--- src/rtl/updown_score_counter.sv ---
// updown_score_counter
// Two-button score counter (up / down) with synchronous clear, saturating or
// wrapping at MAX_VAL. Button inputs are asynchronous levels; each goes
// through a 2-flop synchronizer and a rising-edge detector so that one press
// yields exactly one count event regardless of how long it is held.
//
// Optional feature: define SCORE_DEBOUNCE_EN to insert a per-button stability
// filter (DEB_CYCLES consecutive cycles) between synchronizer and edge
// detector. Without the macro no filter logic exists and DEB_CYCLES is unused.
//
// Output timing: counter_val_o, at_max_o and at_min_o are all registered and
// change together. Without the filter a press becomes visible after the 3rd
// rising clk_i edge that samples the button high.
module updown_score_counter #(
  parameter int BW         = 7,
  parameter int MAX_VAL    = 99,
  parameter int WRAP       = 0,
  parameter int DEB_CYCLES = 16
) (
  input  logic          clk_i,
  input  logic          rst_i,
  input  logic          up_i,
  input  logic          down_i,
  input  logic          clear_i,
  output logic [BW-1:0] counter_val_o,
  output logic          at_max_o,
  output logic          at_min_o
);

  localparam logic [BW-1:0] MAX_V = BW'(MAX_VAL);

  // Bit 0 carries the up button, bit 1 the down button, through the whole
  // input pipeline.
  logic [1:0] sync1;
  logic [1:0] sync2;
  logic [1:0] level;     // level fed to the edge detector
  logic [1:0] prev;      // edge-detector history
  logic [1:0] edge_ev;   // one-cycle count events

  logic [BW-1:0] counter;
  logic [BW-1:0] nxt;

  // Two-flop synchronizer; resets high so a button held through reset
  // release must be seen low before it can count.
  always_ff @(posedge clk_i) begin
    if (rst_i) begin
      sync1 <= 2'b11;
      sync2 <= 2'b11;
    end else begin
      sync1 <= {down_i, up_i};
      sync2 <= sync1;
    end
  end

`ifdef SCORE_DEBOUNCE_EN
  localparam int DW = (DEB_CYCLES > 1) ? $clog2(DEB_CYCLES) : 1;
  localparam logic [DW-1:0] DEB_LAST = DW'(DEB_CYCLES - 1);

  logic [1:0]    filt;
  logic [DW-1:0] deb_cnt [2];

  // Stability filter: the filtered level follows the synchronized level only
  // after they have disagreed for DEB_CYCLES consecutive cycles; any cycle
  // of agreement restarts the run.
  always_ff @(posedge clk_i) begin
    if (rst_i) begin
      filt <= 2'b11;
      for (int i = 0; i < 2; i++) deb_cnt[i] <= '0;
    end else begin
      for (int i = 0; i < 2; i++) begin
        if (sync2[i] != filt[i]) begin
          if (deb_cnt[i] == DEB_LAST) begin
            filt[i]    <= sync2[i];
            deb_cnt[i] <= '0;
          end else begin
            deb_cnt[i] <= deb_cnt[i] + 1'b1;
          end
        end else begin
          deb_cnt[i] <= '0;
        end
      end
    end
  end

  assign level = filt;
`else
  assign level = sync2;
`endif

  // Edge-detector history register.
  always_ff @(posedge clk_i) begin
    if (rst_i) begin
      prev <= 2'b11;
    end else begin
      prev <= level;
    end
  end

  assign edge_ev = level & ~prev;

  // Next score: clear wins, simultaneous up+down cancel, limits handled by
  // comparison before arithmetic so no intermediate value leaves 0..MAX_VAL.
  always_comb begin
    nxt = counter;
    if (clear_i) begin
      nxt = '0;
    end else if (edge_ev[0] && !edge_ev[1]) begin
      if (counter < MAX_V)  nxt = counter + BW'(1);
      else if (WRAP != 0)   nxt = '0;
      else                  nxt = MAX_V;
    end else if (edge_ev[1] && !edge_ev[0]) begin
      if (counter > '0)     nxt = counter - BW'(1);
      else if (WRAP != 0)   nxt = MAX_V;
      else                  nxt = '0;
    end
  end

  // Score and limit flags register together from the same next value.
  always_ff @(posedge clk_i) begin
    if (rst_i) begin
      counter  <= '0;
      at_max_o <= 1'b0;
      at_min_o <= 1'b1;
    end else begin
      counter  <= nxt;
      at_max_o <= (nxt == MAX_V);
      at_min_o <= (nxt == '0);
    end
  end

  assign counter_val_o = counter;

endmodule

--- config.mk ---
export PLATFORM = sky130hd
export DESIGN_NAME = updown_score_counter
export DESIGN_NICKNAME = d
export VERILOG_FILES = /design/src/rtl/updown_score_counter.sv
export SDC_FILE = /design/constraint.sdc
export NUM_CORES = 1
export LEC_CHECK = 0
export CAP_MARGIN = 10
export CORE_MARGIN = 2
export CORE_UTILIZATION = 46
export DETAILED_ROUTE_END_ITERATION = 10
export GPL_TIMING_DRIVEN = 0
export PLACE_DENSITY = 0.79
export SYNTH_ARGS = -nofsm -noshare
export SYNTH_HDL_FRONTEND = slang
export SYNTH_SLANG_ARGS = --single-unit
--- constraint.sdc ---
create_clock -name clk_i -period 2.27 [get_ports clk_i]
set_input_delay 0.3405 -clock clk_i [delete_from_list [all_inputs] [get_ports clk_i]]
set_output_delay 0.3405 -clock clk_i [all_outputs]
set_load 0.005 [all_outputs]
# == Yosys cells after proc, flatten, opt, wreduce, memory -nomap -nowiden ==
# Index checks and enable logic that the tools add are counted.
# totals
reg_bits,15
in_bits,5
wordCells,23
# op_classes
add_sub_neg,2
n_lt_le_gt_ge,2
n_eq_ne,1
n_mux,5
n_bitwise,2
reduce_logical,5
# ops
cell,count
$mux W7,5
$add A7 B1 Y7 const B,1
$eq A7 B7 Y1 const B,1
$gt A7 B1 Y1 const B,1
$logic_not A7 Y1,1
$lt A7 B7 Y1 const B,1
$sub A7 B1 Y7 const B,1
$and A2 B2 Y2,1
$logic_and A1 B1 Y1,2
$logic_not A1 Y1,2
$not A2 Y2,1

# == Logic depth before layout (Yosys ltp) ==
# Gate-level depths: netlist of the first run.
# depth
depth_word,8
ltp_mapped,8
mapped_depth_nobuf,8

# == Worst setup path after synthesis of the first run ==
# OpenSTA, ideal clock, no wires.
# synth_path
kind,reg-to-reg
start,"register counter[0], in the netlist counter_val_o[0]"
end,register at_max_o
setup_ps,73
arrival_time_ps,2160
t_required_ps,2197
setup_slack_ps,36
stages_incl_launch_ff,8
path_buffers,0
period_less_slack_ps,2234
cell_sequence,dfxtp_1 > inv_1 > ha_1 > nor4b_2 > a211o_2 > a311o_1 > or4_1 > nor3_2
# synth_via
elab_chain_len,6
word_cells_on_any_way,10
# synth_lines
item,line,rtl
from (decl),40,logic [BW-1:0] counter;
from (signal assigned),125,counter <= nxt;
$sub A7 B1 Y7 / $gt A7 B1 Y1 (equally long branches),112,if (counter > '0) nxt = counter - BW'(1);
$mux W7,112,
$mux W7,111,end else if (edge_ev[1] && !edge_ev[0]) begin
$mux W7 *,107,end else if (edge_ev[0] && !edge_ev[1]) begin
$mux W7 *,105,if (clear_i) begin
$eq A7 B7 Y1 *,126,at_max_o <= (nxt == MAX_V);
to (signal assigned),126,
to (decl),26,"output logic at_max_o,"
# Every way passes the cells marked *; elsewhere a longest branch is shown, timed or not.
# A chain may end at the register's enable or synchronous reset.

# == Final worst setup path of the first run ==
# Same ends and word-level chain as after synthesis.

==> results.toml, run 1 <==
[synth]
yosysSeqAreaShare = 0.340
yosys.area.top_type = "dfxtp_1"
synth_mux_area_frac = 0.0467
syn_area_um2 = 883
yosys_warnings = 0
synth_fa_ha_area_frac = 0.0425
ys_top_cells_by_area = "dfxtp_1 (34%), nor2_1 (8.1%), nand3_1 (5.1%), or2_2 (5.0%), ha_1 (4.2%)"
synth.distinct_cells = 41
synth-xor-area-share = 0.0198
synthesis.instances = 105
synth_top_family_by_area = "simple AND/OR/NAND/NOR gates"
synthArstFlopShare = 0
synth-edff-count = 0
synth-simple-area-share = 0.351
synth_ff_type = "dfxtp_1"
ys_seq_elements = 15
synth_compound_area_frac = 0.154
syn_nets = 113
synth_top_cell_area_share = 0.340
synth.avg_cell_area_um2 = 8.41

[clocking]
cts_buffers = 3
cts_tree = "yes"
cts_sinks = 15
clk_pin_slew_ps = 80
clk_latency_ps = 280
root_buffer = "clkbuf_4"
htree_levels = 1
cts.path.max_buffers = 2

[status]
status = "completed"

[critical_path]
critPathLaunchType = "flip-flop"
cp_cell_sequence = "inv_1 -> ha_1 -> nor4b_2 -> a211o_2 -> a311o_1 -> or4_4 -> nor3_2"
cp.buffers_inverters = 1
required_ps = 2490
crit_path_top_delay_cell = "or4_4"
endpoint_kind = "flip-flop"
slowest_delay_ps = 490
path_delay_family = "simple AND/OR/NAND/NOR gates"
arrival_ps = 2370
cp_max_fo = 5
critical_path_class = "flip-flop to flip-flop"

[placement]
place_congestion = 0.907
dp_hpwl_mm = 1.41
io_buffers = 13
dp.cells = 143

[detailed_routing]
totalWireLength_mm = 1.88
detail-route-antenna-nets = 0
vias_per_cell = 5.54
drt_iter0_markers = 20
drc_errors = 0
drt_pass1_iterations = 4
vias = 826
routedWlPerCell_um = 12.6

[timing]
slew_headroom = 0.640
period_needed_ps = 2150
finalSetupViolCount = 0
rsz0062_at_grt = "no"
finClkSkew_ps = 1.01
fin_crit_sh = 0.947
hold_viol = 0
holdWs_ps = 420
maxSlewViolCount = 0
worst_pin_slew_ps = 538
clock.fmax_mhz = 465

[die]
core-area_um2 = 1760
die-width_um = 47.8
io_pins = 14
die_area_um2 = 2290
start_util = 0.501
die_h_um = 47.8
num_rows = 15

[power]
power_density_nw_per_um2 = 421
leakage_nw = 0.410
peakVddDrop_uv = 523

[global_routing]
grt_overflow_total = 0
grt_pass1_vias = 674
track_usage = 0.173
grt_max_degree = 11
grt_pass1_wl_mm = 2.68
antenna_found_initial = 0

[layout]
stdcell_count = 149
syn2layout_area_growth_pct = 24.4
multi_input_area_um2 = 547
layout-drive-gt1-share = 0.218
register_area_um2 = 308
diodes = 0
nets = 133
fillers = 171

[run]
drv_cap = 0

[min_path]
hold_path.class = "flip-flop to flip-flop"
==> final cells by class <==
class	instances	area share
Multi-Input combinational cell	82	0.498
Sequential cell	15	0.280
Timing Repair Buffer	15	0.132
Tap cell	25	0.0285
Buffer	4	0.0228
Clock buffer	3	0.0205
Inverter	4	0.0137
Clock inverter	1	0.00456
==> registers in the layout, summed over array words and instances, names as in the netlist <==
register and count:
prev 2, counter_val_o 7, at_max_o 1, level 2
at_min_o 1, sync1 2
==> cells in the final DEF, fill, tap and decap left out, types with 2 or more instances in the layout <==
master	instances
inv_1	4
nand3b_1	2
dfxtp_4	2
mux2i_1	3
nand3_1	9
buf_4	2
nand2_1	3
a211oi_1	3
ha_1	3
nor2_1	19
dfxtp_1	13
or2_2	7
clkdlybuf4s50_1	13
clkbuf_4	3
o22ai_1	2
o21ai_0	4
o21a_1	2
==> cell families (layout without fill, tap and decap cells) <==
kind of cell             Yosys count  after routing
adder cells (fa/ha/maj)            3              3
AO/OA/AOI/OAI                     19             19
AND/OR/NAND/NOR                   54             54
flip-flops                        15             15
buffers and inverters              8             27
XOR/XNOR                           2              2
multiplexers                       4              4
==> stage by stage <==
stage / cell area (um2) / worst slack (ps) / util / TNS (ps) / total power (W)
6_report: 1100 / 121 / 0.623 / 0 / 0.000462
2_1_floorplan: 883 / 36.4 / - / 0 / 0.000303
5_1_grt: 1100 / 29.3 / 0.623 / 0 / 0.000481
4_1_cts: 1090 / 28.5 / 0.616 / 0 / 0.000465
3_3_place_gp: 1040 / -109 / 0.592 / -109 / 0.000320
3_5_place_dp: 1040 / -111 / 0.592 / -111 / 0.000321
==> cell usage after synthesis, drive strengths merged, types with 2 or more instances <==
library cell	n
nor2	20
o21a	2
or4	2
o21ai	4
buf	3
a211oi	3
or2	7
dfxtp	15
nor2b	2
mux2i	3
nand2	4
inv	4
nor3	2
nand3	9
nand3b	2
ha	3
o22ai	2
==> worst paths after layout <==
check / start / cells after the start / slack (ps) / end
setup / recovery: counter_val_o[0] / 7 / 120 / at_max_o
hold / removal: sync1[0] / 1 / 420 / level[0]
setup reg to reg: counter_val_o[0] / 7 / 120 / at_max_o
hold reg to reg: sync1[0] / 1 / 420 / level[0]
==> what timing repair did <==
action,in CTS,in global routing
pin swaps,0,1
buffers inserted,1,1
resized for setup,4,1
endpoints found under the setup margin,1,1
hold buffers,0,0
==> routing by layer <==
layer  vias to the layer above  part of all wire  GRT usage
li1                        416                 -          -
met1                       385              0.47      0.213
met4                         0             0.021     0.0811
met2                        20              0.47      0.288
met5                         -                 0          0
met3                         5             0.032     0.0340
==> worst reg2reg max path, cell delays in order (launching register included) <==
cell and delay [ps]:
dfxtp_4 350, inv_1 80, ha_1 210, nor4b_2 190
a211o_2 350, a311o_1 300, or4_4 490, nor3_2 110
==> report_power, final <==
| part | leakage, nW | switching (W) | internal (W) |
|---|---|---|---|
| logic | 0.269 | 0.0000210 | 0.0000229 |
| clock network | 0.0177 | 0.0000831 | 0.0000655 |
| registers | 0.124 | 0.00000313 | 0.000267 |
| total | 0.410 | 0.000107 | 0.000355 |
Note: power is estimated with default switching activity, not from simulation.
==> run 2: changes to the inputs <==
CORE_MARGIN = 4   (was 2)
GPL_TIMING_DRIVEN = unset   (was 0)
clock period = 1.9 ns   (was 2.27 ns; I/O delays follow)
==> results.toml, run 2 (synthesized netlist as in run 1, its figures left out) <==
[timing]
finClkSkew_ps = 1.25
clock.fmax_mhz = 503
slew_headroom = 0.789
finalSetupViolCount = 1
rsz0062_at_grt = "yes"
period_needed_ps = 1990
hold_viol = 0
maxSlewViolCount = 0
fin_crit_sh = 1.05
holdWs_ps = 420
worst_pin_slew_ps = 316
layout_setup_ws_ps = -87.4

[critical_path]
critical_path_class = "flip-flop to flip-flop"
cp_cell_sequence = "inv_2 -> ha_2 -> nand3_2 -> or4_4 -> a31o_1 -> or4_4 -> nor3_2"
crit_path_frequent_cell = "or4_4"
required_ps = 2130
endpoint_kind = "flip-flop"
r2r_end = "at_max_o"
slowest_delay_ps = 480
arrival_ps = 2210
crit_path_top_delay_cell = "or4_4"
timing.rr.start = "counter_val_o[1]"
cp_max_fo = 2
ff2ff_path_depth = 7
r2r_slack_ps = -90
critPathLaunchType = "flip-flop"

[power]
comb_power_share = 0.133
power_frac_clock = 0.316
leakage_nw = 0.541
peakVddDrop_uv = 498
power_density_nw_per_um2 = 429
finalPower_w = 0.000586
seq_power_share = 0.552
internal-power_w = 0.000441
switching_share = 0.248
switching_power_w = 0.000145

[detailed_routing]
routedWlPerCell_um = 15.0
drt_pass1_iterations = 4
detail-route-antenna-nets = 0
totalWireLength_mm = 2.54
vias = 928
vias_per_cell = 5.49
drc_errors = 0
drt_iter0_markers = 12

[layout]
stdcell_count = 169
diodes = 0
layout-drive-gt1-share = 0.465
mostFrequentLayoutCell = "buf_4"
final_cell_mix = "buf_4 (25), nor2_1 (18), clkdlybuf4s50_1 (13), dfxtp_1 (10), nand3_1 (8)"
largest_reg_flops = 7
syn2layout_area_growth_pct = 54.7
nets = 153
fillers = 130

[die]
die-width_um = 51.8
io_pins = 14
start_util = 0.501
core-area_um2 = 1760
die_area_um2 = 2690
num_rows = 15
die_h_um = 51.8

[placement]
dp.cells = 163
place_congestion = 0.878
io_buffers = 13
dp_hpwl_mm = 1.83

[global_routing]
grt_pass1_wl_mm = 4.23
grt_max_degree = 10
grt_overflow_total = 0
use_met1 = 0.245
use_met2 = 0.364
antenna_found_initial = 0
grt.busiest_layer = "met2"
track_usage = 0.216
use_met3 = 0.0372
grt_pass1_vias = 910

[min_path]
holdPathEnd = "level[0]"
hold_path_depth = 1
min-delay-start = "sync1[0]"
hold_path.class = "flip-flop to flip-flop"

[clocking]
root_buffer = "clkbuf_4"
clk_pin_slew_ps = 90
cts_buffers = 3
clk_latency_ps = 290
htree_levels = 1
cts.path.max_buffers = 2
cts_hold_buf = 0
cts_sinks = 15
cts_tree = "yes"

[status]
status = "complete, but fails checks"
violations = "setup timing"

[run]
drv_cap = 0
## run 2: final cells by class
cell class | count | area [um2] | area share
Clock buffer | 3 | 22.5 | 0.0165
Timing Repair Buffer | 39 | 329 | 0.241
Multi-Input combinational cell | 82 | 649 | 0.475
Tap cell | 25 | 31.3 | 0.0229
Inverter | 4 | 17.5 | 0.0128
Clock inverter | 1 | 5.00 | 0.00366
Sequential cell | 15 | 312 | 0.228
## run 2: how the worst max path moves through the flow
stage                           to              from  slack, ps  cells after the start
after floorplan           at_max_o  counter_val_o[0]       -150                      7
after global placement    at_max_o  counter_val_o[0]       -110                      7
after CTS                 at_max_o  counter_val_o[0]       -110                      7
after global routing      at_max_o  counter_val_o[0]       -180                      7
after detailed placement  at_max_o  counter_val_o[0]       -170                      7
final                     at_max_o  counter_val_o[1]        -90                      7
## run 2: layer usage
| metal | vias up | part of all wire |
|---|---|---|
| met4 | 0 | 0.043 |
| li1 | 454 | - |
| met5 | - | 0 |
| met1 | 436 | 0.41 |
| met2 | 27 | 0.51 |
| met3 | 11 | 0.040 |
## run 2: worst max-delay path: cells and delay by family, from the launching register on
family / cells / cell delay, ps
AND/OR/NAND/NOR: 4 / 1070
buffers and inverters: 1 / 80
adder cells (fa/ha/maj): 1 / 190
AO/OA/AOI/OAI: 1 / 240
flip-flops: 1 / 350
## run 2: power by group through the flow
stage	combinational [W]	clock [W]	sequential, W
2_1_floorplan	0.0000310	0	0.000330
3_3_place_gp	0.0000638	0	0.000330
3_5_place_dp	0.0000657	0	0.000330
4_1_cts	0.0000703	0.000189	0.000323
5_1_grt	0.0000844	0.000207	0.000324
6_report	0.0000777	0.000185	0.000323
## run 2: stage by stage
step | instance area [um2] | utilization | setup WS (ps) | setup TNS [ps]
4_1_cts | 1300 | 0.736 | -114 | -114
2_1_floorplan | 900 | - | -148 | -148
5_1_grt | 1370 | 0.774 | -181 | -231
3_3_place_gp | 1220 | 0.689 | -109 | -109
3_5_place_dp | 1220 | 0.689 | -169 | -218
6_report | 1370 | 0.774 | -87.4 | -87.4
## run 2: what timing repair did
action / CTS / global route
pin swaps: 8 / 7
endpoints found under the setup margin: 2 / 2
setup buffers: 3 / 0
resized for setup: 10 / 14
